[src/rtl/serial_compare_ctrl_if.sv]
// serial_compare_ctrl_if
//   Groups the request side (start, operands, results) and the 1-bit
//   comparator side (bit_a/bit_b out, cmp_* back) of the serial compare
//   sequencer into one bundle.
//   slave  : the sequencer itself (serial_compare_ctrl).
//   master : the requester plus the attached 1-bit comparator.
interface serial_compare_ctrl_if #(
  parameter int WIDTH = 8
);
  logic             start;
  logic [WIDTH-1:0] a_in;
  logic [WIDTH-1:0] b_in;
  logic             busy;
  logic             done;
  logic             bit_a;
  logic             bit_b;
  logic             cmp_gt;
  logic             cmp_eq;
  logic             cmp_lt;
  logic             a_greater_b;
  logic             a_equal_b;
  logic             a_lesser_b;
  logic             cmp_err;

  modport slave (
    input  start, a_in, b_in, cmp_gt, cmp_eq, cmp_lt,
    output busy, done, bit_a, bit_b,
           a_greater_b, a_equal_b, a_lesser_b, cmp_err
  );

  modport master (
    output start, a_in, b_in, cmp_gt, cmp_eq, cmp_lt,
    input  busy, done, bit_a, bit_b,
           a_greater_b, a_equal_b, a_lesser_b, cmp_err
  );
endinterface

[src/rtl/serial_compare_ctrl.sv]
// serial_compare_ctrl
//   Sequencer for a shared 1-bit magnitude comparator. Latches two WIDTH-bit
//   operands on an accepted start, presents one bit pair per cycle MSB-first,
//   stops at the first unequal bit and reports a registered, one-hot
//   A>B / A==B / A<B result together with a one-cycle done pulse.
// Ports
//   clk   : rising-edge clock
//   rst   : asynchronous active-high reset
//   bus   : serial_compare_ctrl_if.slave
//           start/a_in/b_in       request and operands (sampled in IDLE)
//           bit_a/bit_b           current bit pair to the comparator
//           cmp_gt/cmp_eq/cmp_lt  comparator answer for that bit pair
//           busy/done             SHIFT or DONE / one-cycle result strobe
//           a_greater_b/a_equal_b/a_lesser_b  result, held until next start
//           cmp_err               sticky: comparator answer was not one-hot
module serial_compare_ctrl #(
  parameter int WIDTH = 8
) (
  input  logic                 clk,
  input  logic                 rst,
  serial_compare_ctrl_if.slave bus
);

  localparam int IW = (WIDTH > 1) ? $clog2(WIDTH) : 1;
  localparam logic [IW-1:0] IDX_MAX = IW'(WIDTH - 1);
  localparam logic [IW-1:0] IDX_ONE = IW'(1);

  typedef enum logic [1:0] {
    ST_IDLE  = 2'd0,
    ST_SHIFT = 2'd1,
    ST_DONE  = 2'd2
  } state_t;

  // True when exactly one of the three comparator outputs is set.
  function automatic logic is_onehot3(input logic [2:0] v);
    return (v == 3'b001) || (v == 3'b010) || (v == 3'b100);
  endfunction

  state_t           state_q, state_d;
  logic [WIDTH-1:0] a_q, a_d;
  logic [WIDTH-1:0] b_q, b_d;
  logic [IW-1:0]    idx_q, idx_d;
  logic             gt_q, gt_d;
  logic             eq_q, eq_d;
  logic             lt_q, lt_d;
  logic             err_q, err_d;
  logic             bit_a_s, bit_b_s;

  // State and datapath registers.
  always_ff @(posedge clk or posedge rst) begin
    if (rst) begin
      state_q <= ST_IDLE;
      a_q     <= '0;
      b_q     <= '0;
      idx_q   <= '0;
      gt_q    <= 1'b0;
      eq_q    <= 1'b0;
      lt_q    <= 1'b0;
      err_q   <= 1'b0;
    end else begin
      state_q <= state_d;
      a_q     <= a_d;
      b_q     <= b_d;
      idx_q   <= idx_d;
      gt_q    <= gt_d;
      eq_q    <= eq_d;
      lt_q    <= lt_d;
      err_q   <= err_d;
    end
  end

  // Next-state and datapath update.
  always_comb begin
    state_d = state_q;
    a_d     = a_q;
    b_d     = b_q;
    idx_d   = idx_q;
    gt_d    = gt_q;
    eq_d    = eq_q;
    lt_d    = lt_q;
    err_d   = err_q;
    case (state_q)
      ST_IDLE: begin
        if (bus.start) begin
          a_d     = bus.a_in;
          b_d     = bus.b_in;
          idx_d   = IDX_MAX;
          gt_d    = 1'b0;
          eq_d    = 1'b0;
          lt_d    = 1'b0;
          err_d   = 1'b0;
          state_d = ST_SHIFT;
        end else begin
          state_d = ST_IDLE;
        end
      end
      ST_SHIFT: begin
        // A malformed comparator answer aborts with "equal" so the result
        // flags stay one-hot; cmp_err tells the requester not to trust it.
        if (!is_onehot3({bus.cmp_gt, bus.cmp_eq, bus.cmp_lt})) begin
          err_d   = 1'b1;
          eq_d    = 1'b1;
          state_d = ST_DONE;
        end else if (bus.cmp_gt) begin
          gt_d    = 1'b1;
          state_d = ST_DONE;
        end else if (bus.cmp_lt) begin
          lt_d    = 1'b1;
          state_d = ST_DONE;
        end else if (idx_q == '0) begin
          eq_d    = 1'b1;
          state_d = ST_DONE;
        end else begin
          idx_d   = idx_q - IDX_ONE;
          state_d = ST_SHIFT;
        end
      end
      ST_DONE: begin
        state_d = ST_IDLE;
      end
      default: begin
        state_d = ST_IDLE;
      end
    endcase
  end

  // Bit pair to the comparator; parked at zero outside SHIFT.
  always_comb begin
    bit_a_s = 1'b0;
    bit_b_s = 1'b0;
    if (state_q == ST_SHIFT) begin
      bit_a_s = a_q[idx_q];
      bit_b_s = b_q[idx_q];
    end else begin
      bit_a_s = 1'b0;
      bit_b_s = 1'b0;
    end
  end

  assign bus.busy        = (state_q == ST_SHIFT) || (state_q == ST_DONE);
  assign bus.done        = (state_q == ST_DONE);
  assign bus.bit_a       = bit_a_s;
  assign bus.bit_b       = bit_b_s;
  assign bus.a_greater_b = gt_q;
  assign bus.a_equal_b   = eq_q;
  assign bus.a_lesser_b  = lt_q;
  assign bus.cmp_err     = err_q;

endmodule

[src/flat_wrapper.sv]
// flat-port wrapper written by rule: the top's interface ports become plain ports
module serial_compare_ctrl_flat 
#(
  parameter int WIDTH = 8
)
  (clk, rst, bus_start, bus_a_in, bus_b_in, bus_cmp_gt, bus_cmp_eq, bus_cmp_lt, bus_busy, bus_done, bus_bit_a, bus_bit_b, bus_a_greater_b, bus_a_equal_b, bus_a_lesser_b, bus_cmp_err);
  serial_compare_ctrl_if #(.WIDTH(WIDTH)) bus_i ();
  input  logic clk;
  input  logic rst;
  input wire logic [$bits(bus_i.start)-1:0] bus_start;
  input wire logic [$bits(bus_i.a_in)-1:0] bus_a_in;
  input wire logic [$bits(bus_i.b_in)-1:0] bus_b_in;
  input wire logic [$bits(bus_i.cmp_gt)-1:0] bus_cmp_gt;
  input wire logic [$bits(bus_i.cmp_eq)-1:0] bus_cmp_eq;
  input wire logic [$bits(bus_i.cmp_lt)-1:0] bus_cmp_lt;
  output wire logic [$bits(bus_i.busy)-1:0] bus_busy;
  output wire logic [$bits(bus_i.done)-1:0] bus_done;
  output wire logic [$bits(bus_i.bit_a)-1:0] bus_bit_a;
  output wire logic [$bits(bus_i.bit_b)-1:0] bus_bit_b;
  output wire logic [$bits(bus_i.a_greater_b)-1:0] bus_a_greater_b;
  output wire logic [$bits(bus_i.a_equal_b)-1:0] bus_a_equal_b;
  output wire logic [$bits(bus_i.a_lesser_b)-1:0] bus_a_lesser_b;
  output wire logic [$bits(bus_i.cmp_err)-1:0] bus_cmp_err;
  assign bus_i.start = bus_start;
  assign bus_i.a_in = bus_a_in;
  assign bus_i.b_in = bus_b_in;
  assign bus_i.cmp_gt = bus_cmp_gt;
  assign bus_i.cmp_eq = bus_cmp_eq;
  assign bus_i.cmp_lt = bus_cmp_lt;
  assign bus_busy = bus_i.busy;
  assign bus_done = bus_i.done;
  assign bus_bit_a = bus_i.bit_a;
  assign bus_bit_b = bus_i.bit_b;
  assign bus_a_greater_b = bus_i.a_greater_b;
  assign bus_a_equal_b = bus_i.a_equal_b;
  assign bus_a_lesser_b = bus_i.a_lesser_b;
  assign bus_cmp_err = bus_i.cmp_err;
  serial_compare_ctrl #(.WIDTH(WIDTH)) u_core (.clk(clk), .rst(rst), .bus(bus_i));
endmodule
[config.mk]
export PLATFORM = sky130hd
export DESIGN_NAME = serial_compare_ctrl_flat
export DESIGN_NICKNAME = d
export VERILOG_FILES = /design/src/rtl/serial_compare_ctrl_if.sv /design/src/rtl/serial_compare_ctrl.sv /design/src/flat_wrapper.sv
export SDC_FILE = /design/constraint.sdc
export NUM_CORES = 1
export LEC_CHECK = 0
export BUFFER_PORTS_ARGS = -buffer_cell sky130_fd_sc_hd__buf_2
export CORE_UTILIZATION = 47
export CTS_CLUSTER_DIAMETER = 150
export DETAILED_ROUTE_END_ITERATION = 16
export PLACE_DENSITY = 0.75
export SYNTH_ARGS = -nofsm -noshare
export SYNTH_HDL_FRONTEND = slang
export SYNTH_SLANG_ARGS = --single-unit
export TNS_END_PERCENT = 1
[constraint.sdc]
create_clock -name clk -period 1.7 [get_ports clk]
set_clock_uncertainty 0.15 [all_clocks]
set_input_delay 0.255 -clock clk [delete_from_list [all_inputs] [get_ports clk]]
set_output_delay 0.255 -clock clk [all_outputs]
set_load 0.03 [all_outputs]
---- After elaboration in Yosys (flattened, before gate mapping) ----
Index checks and enable logic that the tools add are counted.
operators by class
  add/subtract/negate cells ............... 1
  order comparisons ....................... 1
  reduce and logical (&&, ||, !) cells .... 12
  mux-type cells .......................... 33
  equality and inequality tests ........... 16
operators with widths
  operator                                                     number
  2-to-1 mux 1 bit                                             16
  2-to-1 mux 3 bit                                             5
  != test 2 bit (second input constant)                        7
  AND reduction 5 bit                                          2
  != test 3 bit (second input constant)                        3
  2-to-1 mux 2 bit                                             4
  case mux 1 bit (2 select lines)                              4
  binary-select mux 1 bit (select 3 bit)                       2
  case mux 3 bit (2 select lines)                              1
  AND reduction 6 bit                                          1
  less-than comparator 3 x 4 -> 1 bit (second input constant)  1
  case mux 2 bit (2 select lines)                              1
  AND reduction 4 bit                                          1
  equality test 3 x 1 -> 1 bit (second input constant)         1
  equality test 3 x 2 -> 1 bit (second input constant)         1
  equality test 3 bit (second input constant)                  1
  zero test 3 bit                                              1
  logical OR 1 bit                                             3
  AND reduction 3 bit                                          1
  subtractor 3 x 1 -> 3 bit (second input constant)            1
  equality test 2 x 1 -> 1 bit (second input constant)         1
  equality test 2 bit (second input constant)                  1
  zero test 2 bit                                              1
  != test 2 x 1 -> 1 bit (second input constant)               1
  2 further kinds                                              2
word-level totals
  word-level logic and storage cells ...... 71
  flip-flop bits (word level) ............. 25
  bits of input ports ..................... 22
  output and inout port bits .............. 8

---- Depth between registers and ports, before layout ----
Gate-level depths: netlist (run 1).
  depth in word-level cells ............... 6
  gate-level depth with buffers ........... 6
  depth with buffers taken out ............ 6

---- Least setup slack after synthesis (run 1) ----
No wires, ideal clock.
  kind .................................... flip-flop to flip-flop
  start point ............................. register u_core.idx_q[1]
  end point ............................... register u_core.idx_q[0]
  buffers on the path ..................... 1
  cell stages (with the launch flop) ...... 7
  arrival ................................. 1.588 ns
  period minus slack after synthesis ...... 1.873 ns
  required time ........................... 1.415 ns
  setup time .............................. 0.135 ns
  setup slack ............................. -0.173 ns
  cell sequence ........................... dfrtp_1 -> clkbuf_1 -> inv_1 -> ha_1 -> a2111oi_4 -> mux2i_1 -> a21oi_1
between the ends
  cells in the longest elaborated chain, start to end .. 3
ends and longest elaborated chain
  what                           line                        text
  start: declaration             serial_compare_ctrl.sv:42   logic [IW-1:0] idx_q, idx_d;
  start signal: assignment       serial_compare_ctrl.sv:64   idx_q <= idx_d;
  zero test 3 bit                serial_compare_ctrl.sv:110  end else if (idx_q == '0) begin
  != test 2 bit (no line)        n/a
  AND reduction 6 bit (no line)  n/a
Every way passes these cells.
A chain may end at the register's enable or synchronous reset.

---- Worst setup path after layout (run 1) ----
  start point ............................. register u_core.idx_q[0]
  end point ............................... output bus_bit_b
between the ends
  cells in the longest elaborated chain, start to end .. 3
ends and longest elaborated chain
  what                                    line                        text
  binary-select mux 1 bit (select 3 bit)  serial_compare_ctrl.sv:133  bit_b_s = b_q[idx_q];
  2-to-1 mux 1 bit (implied by the code)  serial_compare_ctrl.sv:133
  2-to-1 mux 1 bit                        serial_compare_ctrl.sv:131  if (state_q == ST_SHIFT) begin
  end: declaration                        flat_wrapper.sv:19          output wire logic [$bits(bus_i.bit_b)-1:0] bus_bit_b;
Every way passes these cells. The select of a mux whose other input is x is not followed.

==> impl_metrics.json, run 1 <==
{
  "status": "finished, violations left",
  "violations": "setup timing",
  "p_sw_mw": 0.597,
  "antenna_found_initial": 0,
  "hold_viol_final": 0,
  "core-area_um2": 2540,
  "holdPathStages": 2,
  "cp-end-kind": "output pin",
  "timing.rr.end": "u_core.idx_q[0]",
  "wl_per_cell_um": 14.6,
  "fill_cells": 217,
  "p_leak_nw": 0.791,
  "dpl.cell_count": 169,
  "ys_ff_latch": 25,
  "timing.final.crit_share_pct": 122,
  "drc": 0,
  "clockPowerShare_pct": 14.6,
  "nets": 176,
  "power_density_nw_per_um2": 1100,
  "cts_root_buf": "clkbuf_4",
  "worst_pin_slew_ps": 381,
  "drive_above_1_share_pct": 50.0,
  "crit_type": "reg2out",
  "final_cell_mix": "27 x buf_2, 23 x dfrtp_1, 16 x mux2_2",
  "peakVddDrop_uv": 726,
  "p_seq_share_pct": 48.1,
  "die_area_um2": 2960,
  "ant_nets": 0,
  "critPathMaxFanout": 6,
  "final_area_um2": 1640,
  "hold_end": "u_core.b_q[0]",
  "reg2reg_slack_ps": 10,
  "routed_wl_um": 2590,
  "holdCritStartpoint": "bus_b_in[0]",
  "power.internal_mw": 1.21,
  "final_core_util_pct": 64.6,
  "synth_area_um2": 1290,
  "comb_power_share_pct": 37.4,
  "io_buffers": 29,
  "fp.dieW_um": 54.4,
  "drt_iter0_drc": 10,
  "critPathSlowestCell": "mux4_2",
  "ios": 30,
  "overflow": 0,
  "cts_tree": "yes",
  "path_clk_slew_ps": 130,
  "grt_pass1_wl_um": 3950,
  "grt_pass1_vias": 912,
  "n_antenna_cell": 0,
  "startpoint_type": "flop",
  "yosysWarnings": 0,
  "first_pass_iters": 4,
  "numCtsBuffers": 3,
  "rr_startpoint": "u_core.idx_q[0]",
  "place_area_um2": 1530,
  "ys_types": 30,
  "insertion_delay_ps": 310,
  "vias_per_cell": 5.31,
  "stdcell_count": 178,
  "maxCapViolCount": 0,
  "syn_nets": 133,
  "grt_max_degree": 26,
  "synthCells": 106,
  "synthToLayoutAreaGrowth_pct": 27.5,
  "dieHeight_um": 54.4,
  "total_power_mw": 1.80,
  "arrival_ps": 1670,
  "slew_headroom_pct": 74.6,
  "rsz0062_at_grt": "true",
  "max_stage_delay_ps": 510,
  "switching_share_pct": 33.1,
  "vias": 945,
  "cp_data_required_time_ps": 1290,
  "maxSlewViolCount": 0,
  "rows": 18,
  "start_util_pct": 50.6,
  "setup_ws_ps": -376,
  "cp_cell_sequence": "mux4_2 > a22o_1 > buf_6",
  "fin_crit_ps": 2080,
  "seq_area_frac_synth_pct": 48.5,
  "place_congestion": 0.784,
  "reg2regPathDepth": 5,
  "final_common_cell": "buf_2",
  "max_freq_ghz": 0.482,
  "syn_avg_cell_area_um2": 12.2,
  "h-tree-depth": 1,
  "hold_path.class": "in2reg",
  "clock_path_buffers": 2,
  "grtUsageTotal_pct": 19.1,
  "setup_viol": 2,
  "clock_sinks": 25
}
## worst max path at each step
| stage | from | end | slack, ps | cells past startpoint |
|---|---|---|---|---|
| after floorplan | u_core.idx_q[0] | u_core.idx_q[0] | 0.8 | 6 |
| after global placement | u_core.idx_q[0] | bus_bit_b | -100 | 3 |
| after detailed placement | u_core.idx_q[0] | u_core.idx_q[0] | -160 | 5 |
| after CTS | u_core.idx_q[1] | bus_bit_a | -400 | 3 |
| after global routing | u_core.idx_q[0] | bus_bit_b | -460 | 3 |
| final | u_core.idx_q[0] | bus_bit_b | -380 | 3 |
## power groups by stage
stage	clock network [mW]	registers (mW)	logic (mW)
2_1_floorplan	0	0.872	0.447
3_3_place_gp	0	0.860	0.616
3_5_place_dp	0	0.879	0.636
4_1_cts	0.265	0.866	0.660
5_1_grt	0.299	0.884	0.735
6_report	0.263	0.867	0.674
## Yosys cell counts
library cell | number | area share (%)
dfrtp_1 | 25 | 49
mux2_2 | 16 | 14
nand2_1 | 9 | 2.6
a21oi_1 | 8 | 3.1
inv_1 | 7 | 2.0
ha_1 | 5 | 4.9
mux4_2 | 4 | 7.0
buf_2 | 3 | 1.2
o21ai_0 | 3 | 1.2
a22o_1 | 2 | 1.4
clkbuf_1 | 2 | 0.58
nand2b_1 | 2 | 0.97
nor2_1 | 2 | 0.58
nor2b_1 | 2 | 0.97
a2111oi_4 | 1 | 2.1
a41oi_1 | 1 | 0.68
and2_1 | 1 | 0.49
and2b_2 | 1 | 0.68
inv_2 | 1 | 0.29
mux2i_1 | 1 | 0.78
nand4_1 | 1 | 0.49
nor3_1 | 1 | 0.39
nor3b_1 | 1 | 0.58
nor4_1 | 1 | 0.49
nor4b_1 | 1 | 0.68
o2111a_1 | 1 | 0.87
o221ai_1 | 1 | 0.68
o22a_1 | 1 | 0.68
or2_2 | 1 | 0.49
xor2_1 | 1 | 0.68
## per-stage QoR
stage	setup slack, ps	hold slack, ps	setup TNS, ps
after floorplan	0.829	132	0
after global placement	-98.5	162	-395
after detailed placement	-162	167	-628
after CTS	-397	8.67	-811
after global routing	-463	-1.53	-1110
final	-376	12.0	-739
## flip-flops by register name (all words and copies together), names as in the netlist
name,count
u_core.a_q,8
u_core.b_q,8
u_core.bus.a_equal_b,1
u_core.bus.a_greater_b,1
u_core.bus.a_lesser_b,1
u_core.bus.cmp_err,1
u_core.idx_q,3
u_core.state_q,2
## kinds of logic after synthesis
| group | after synthesis | synth area share, % |
|---|---|---|
| multiplexers | 21 | 21.7 |
| flip-flops | 25 | 48.5 |
| adder cells (fa/ha/maj) | 5 | 4.85 |
| buffers and inverters | 13 | 4.08 |
| AO/OA/AOI/OAI | 18 | 10.7 |
| XOR/XNOR | 1 | 0.680 |
| AND/OR/NAND/NOR | 23 | 9.42 |
## metal layers
layer	wire length, um	up-vias	GRT usage, %
met5	0	-	0
met4	15	0	5.13
met3	80	2	3.33
met2	1440	18	35.2
met1	1050	463	22.5
li1	-	462	-
## layout make-up
type	count	area, um^2	area share (%)
clock buffer	4	26.3	1.60
inverter	8	30.0	1.83
multi-input combinational	68	636	38.7
sequential	25	628	38.2
tap	30	37.5	2.28
timing repair buffer	43	285	17.4
## timing repair
item,4_1_cts,5_1_grt
hold buffers,1,3
pin swaps,2,1
gates resized for setup,7,5
buffers inserted,1,0
endpoints found under the setup margin,6,7
hold endpoints to repair,25,3
## worst max-delay path, delay by kind of cell (launching register included)
| kind | cells | cell delay, ps |
|---|---|---|
| multiplexers | 1 | 510 |
| AO/OA/AOI/OAI | 1 | 230 |
| flip-flops | 1 | 480 |
| buffers and inverters | 1 | 140 |
No activity file was read; power rests on OpenSTA's default activity.
==> inputs of run 2 (changes only) <==
--- a/config.mk
+++ b/config.mk
@@ -5,11 +5,12 @@
 export SDC_FILE = /design/constraint.sdc
 export NUM_CORES = 1
 export LEC_CHECK = 0
+export ABC_AREA = 1
 export BUFFER_PORTS_ARGS = -buffer_cell sky130_fd_sc_hd__buf_2
-export CORE_UTILIZATION = 47
+export CORE_UTILIZATION = 48
 export CTS_CLUSTER_DIAMETER = 150
 export DETAILED_ROUTE_END_ITERATION = 16
-export PLACE_DENSITY = 0.75
+export PLACE_DENSITY = 0.76
 export SYNTH_ARGS = -nofsm -noshare
 export SYNTH_HDL_FRONTEND = slang
 export SYNTH_SLANG_ARGS = --single-unit
==> impl_metrics.json, run 2 <==
{
  "status": "finished, violations left",
  "violations": "hold timing, setup timing",
  "synth_xor_area_share_pct": 0,
  "numCtsBuffers": 3,
  "ant_nets": 0,
  "grt_pass1_vias": 1142,
  "die_area_um2": 3010,
  "peakVddDrop_uv": 1050,
  "place_congestion": 0.853,
  "startpoint_type": "flop",
  "setup_viol": 3,
  "drive_above_1_share_pct": 39.2,
  "dpl.cell_count": 221,
  "power_density_nw_per_um2": 1610,
  "wl_per_cell_um": 13.2,
  "overflow": 0,
  "max_freq_ghz": 0.507,
  "syn_avg_cell_area_um2": 8.33,
  "rows": 18,
  "synthFlopType": "dfrtp_1",
  "grt_max_degree": 26,
  "arrival_ps": 1570,
  "stdcell_count": 239,
  "first_pass_iters": 4,
  "yosysWarnings": 0,
  "drt_iter0_drc": 33,
  "ys_types": 19,
  "max_stage_delay_ps": 470,
  "synth.largest_area_cell": "dfrtp_1",
  "grt_pass1_wl_um": 4730,
  "dp_hpwl_um": 2030,
  "drc": 0,
  "clock_sinks": 25,
  "syn_nets": 188,
  "timing.final.crit_share_pct": 116,
  "synth_mux_area_share_pct": 7.28,
  "dieHeight_um": 54.9,
  "fin_crit_ps": 1970,
  "path_clk_slew_ps": 130,
  "path_buf_inv": 2,
  "io_buffers": 29,
  "ys_ff_latch": 25,
  "reg_top3": "u_core.a_q (8), u_core.b_q (8), u_core.idx_q (3)",
  "maxSlewViolCount": 0,
  "clock_path_buffers": 2,
  "hold_path.class": "in2reg",
  "synth_compound_area_share_pct": 7.84,
  "rsz0062_at_grt": "true",
  "hold_viol_final": 1,
  "crit_type": "reg2out",
  "synthArstFlopShare_pct": 100,
  "slew_headroom_pct": 79.4,
  "synth_top_cell_area_share_pct": 46.6,
  "cp_cell_sequence": "clkinv_4 > nand2_1 > nand3_1 > nand3_2 > nand2_1 > nor2_1 > buf_4",
  "holdWs_ps": -0.103,
  "vias": 1250,
  "final_core_util_pct": 69.2,
  "seq_area_frac_synth_pct": 46.6,
  "synth_top_cells_by_count": "32 x nand2_1, 25 x dfrtp_1, 20 x inv_1, 20 x nor2_1, 14 x nand3_1",
  "core-area_um2": 2570,
  "synthSimpleGateAreaFrac_pct": 24.9,
  "synthToLayoutAreaGrowth_pct": 32.6,
  "fp.dieW_um": 54.9,
  "total_power_mw": 2.87,
  "critPathSlowestCell": "dfrtp_2",
  "worst_pin_slew_ps": 309,
  "maxCapViolCount": 0,
  "antenna_found_initial": 0,
  "ios": 30,
  "synth_area_leaders": "dfrtp_1 47%, nand2_1 9.0%, inv_1 5.6%",
  "insertion_delay_ps": 330,
  "synth_area_um2": 1340,
  "p_leak_nw": 0.935,
  "synthAdderAreaFrac_pct": 4.66,
  "cp-end-kind": "output pin",
  "start_util_pct": 52.2,
  "vias_per_cell": 5.23,
  "final_cell_mix": "27 x nand2_1, 27 x buf_2, 23 x dfrtp_1",
  "nets": 237,
  "synth_edf_count": 0,
  "critical-path-top-delay-family": "simple AND/OR/NAND/NOR gates",
  "yosysMostFrequentCell": "nand2_1",
  "h-tree-depth": 1,
  "critPathMaxFanout": 6,
  "cp_data_required_time_ps": 1290,
  "synth_top_family_by_area": "simple AND/OR/NAND/NOR gates",
  "routed_wl_um": 3160,
  "synthCells": 161,
  "cts_root_buf": "clkbuf_4",
  "cp_common_cell": "nand2_1",
  "setup_ws_ps": -273,
  "n_antenna_cell": 0,
  "fin_tns_setup_ps": -522,
  "cts_tree": "yes",
  "grtUsageTotal_pct": 22.6
}
run 2: where the power goes:
group | internal, mW | leakage (nW) | switching (mW) | total (mW)
Clock | 0.0922 | 0.0150 | 0.179 | 0.271
Sequential | 0.833 | 0.290 | 0.177 | 1.01
Combinational | 0.664 | 0.630 | 0.922 | 1.59
Total | 1.59 | 0.935 | 1.28 | 2.87
run 2: layout make-up:
class | instances | area, um^2
Timing Repair Buffer | 48 | 325
Tap cell | 30 | 37.5
Sequential cell | 25 | 628
Multi-Input combinational cell | 108 | 666
Fill cell | 193 | 790
Inverter | 24 | 95.1
Clock buffer | 4 | 26.3
run 2: cells by family after synthesis:
logic type | after synthesis
and+or+nand+nor | 74
DFF | 25
adders and majority gates | 5
buffers and inverters | 28
muxes | 8
AOI/OAI and AO/OA | 21
run 2: worst reg2reg max path: stages (launching register included):
cell      delay [ps]
dfrtp_2          470
clkinv_4         100
buf_6            140
ha_1             220
nand2_2          100
nor2_1            70
nor2_4           150
nand2_2           80
nand2_1           60
nand2_1           60
run 2: worst paths after layout:
| kind | startpoint | endpoint | slack [ps] | depth (start not counted) |
|---|---|---|---|---|
| setup / recovery | u_core.idx_q[0] | bus_bit_a | -270 | 7 |
| hold / removal | bus_a_in[1] | u_core.a_q[1] | -0.1 | 2 |
| setup reg to reg | u_core.idx_q[0] | u_core.idx_q[0] | -10 | 9 |
| hold reg to reg | u_core.bus.a_equal_b | u_core.bus.a_equal_b | 370 | 2 |
| max in group asynchronous | rst | u_core.idx_q[1] | 800 | 4 |
| min in group asynchronous | rst | u_core.bus.a_lesser_b | 340 | 4 |
run 2: stage by stage:
stage	worst slack (ps)	instance area [um^2]
5_1_grt	-297	1780
6_report	-273	1780
3_5_place_dp	113	1540
3_3_place_gp	182	1540
2_1_floorplan	8.87	1340
4_1_cts	-169	1680
run 2: metal layers:
layer | up-vias | wire (um) | part of all wire (%) | track usage (%)
met5 | - | 0 | 0 | 0
met4 | 0 | 118 | 3.7 | 13.2
met3 | 14 | 150 | 4.8 | 3.89
met2 | 46 | 1590 | 50 | 37.6
met1 | 583 | 1300 | 41 | 26.9
li1 | 607 | - | - | -
run 2: repair_timing:
item | CTS | global route
setup endpoints to repair | 2 | 5
hold endpoints to repair | 30 | 1
resized for setup | 18 | 16
hold buffers | 6 | 1
setup buffers | 3 | 5
pin swaps | 8 | 5
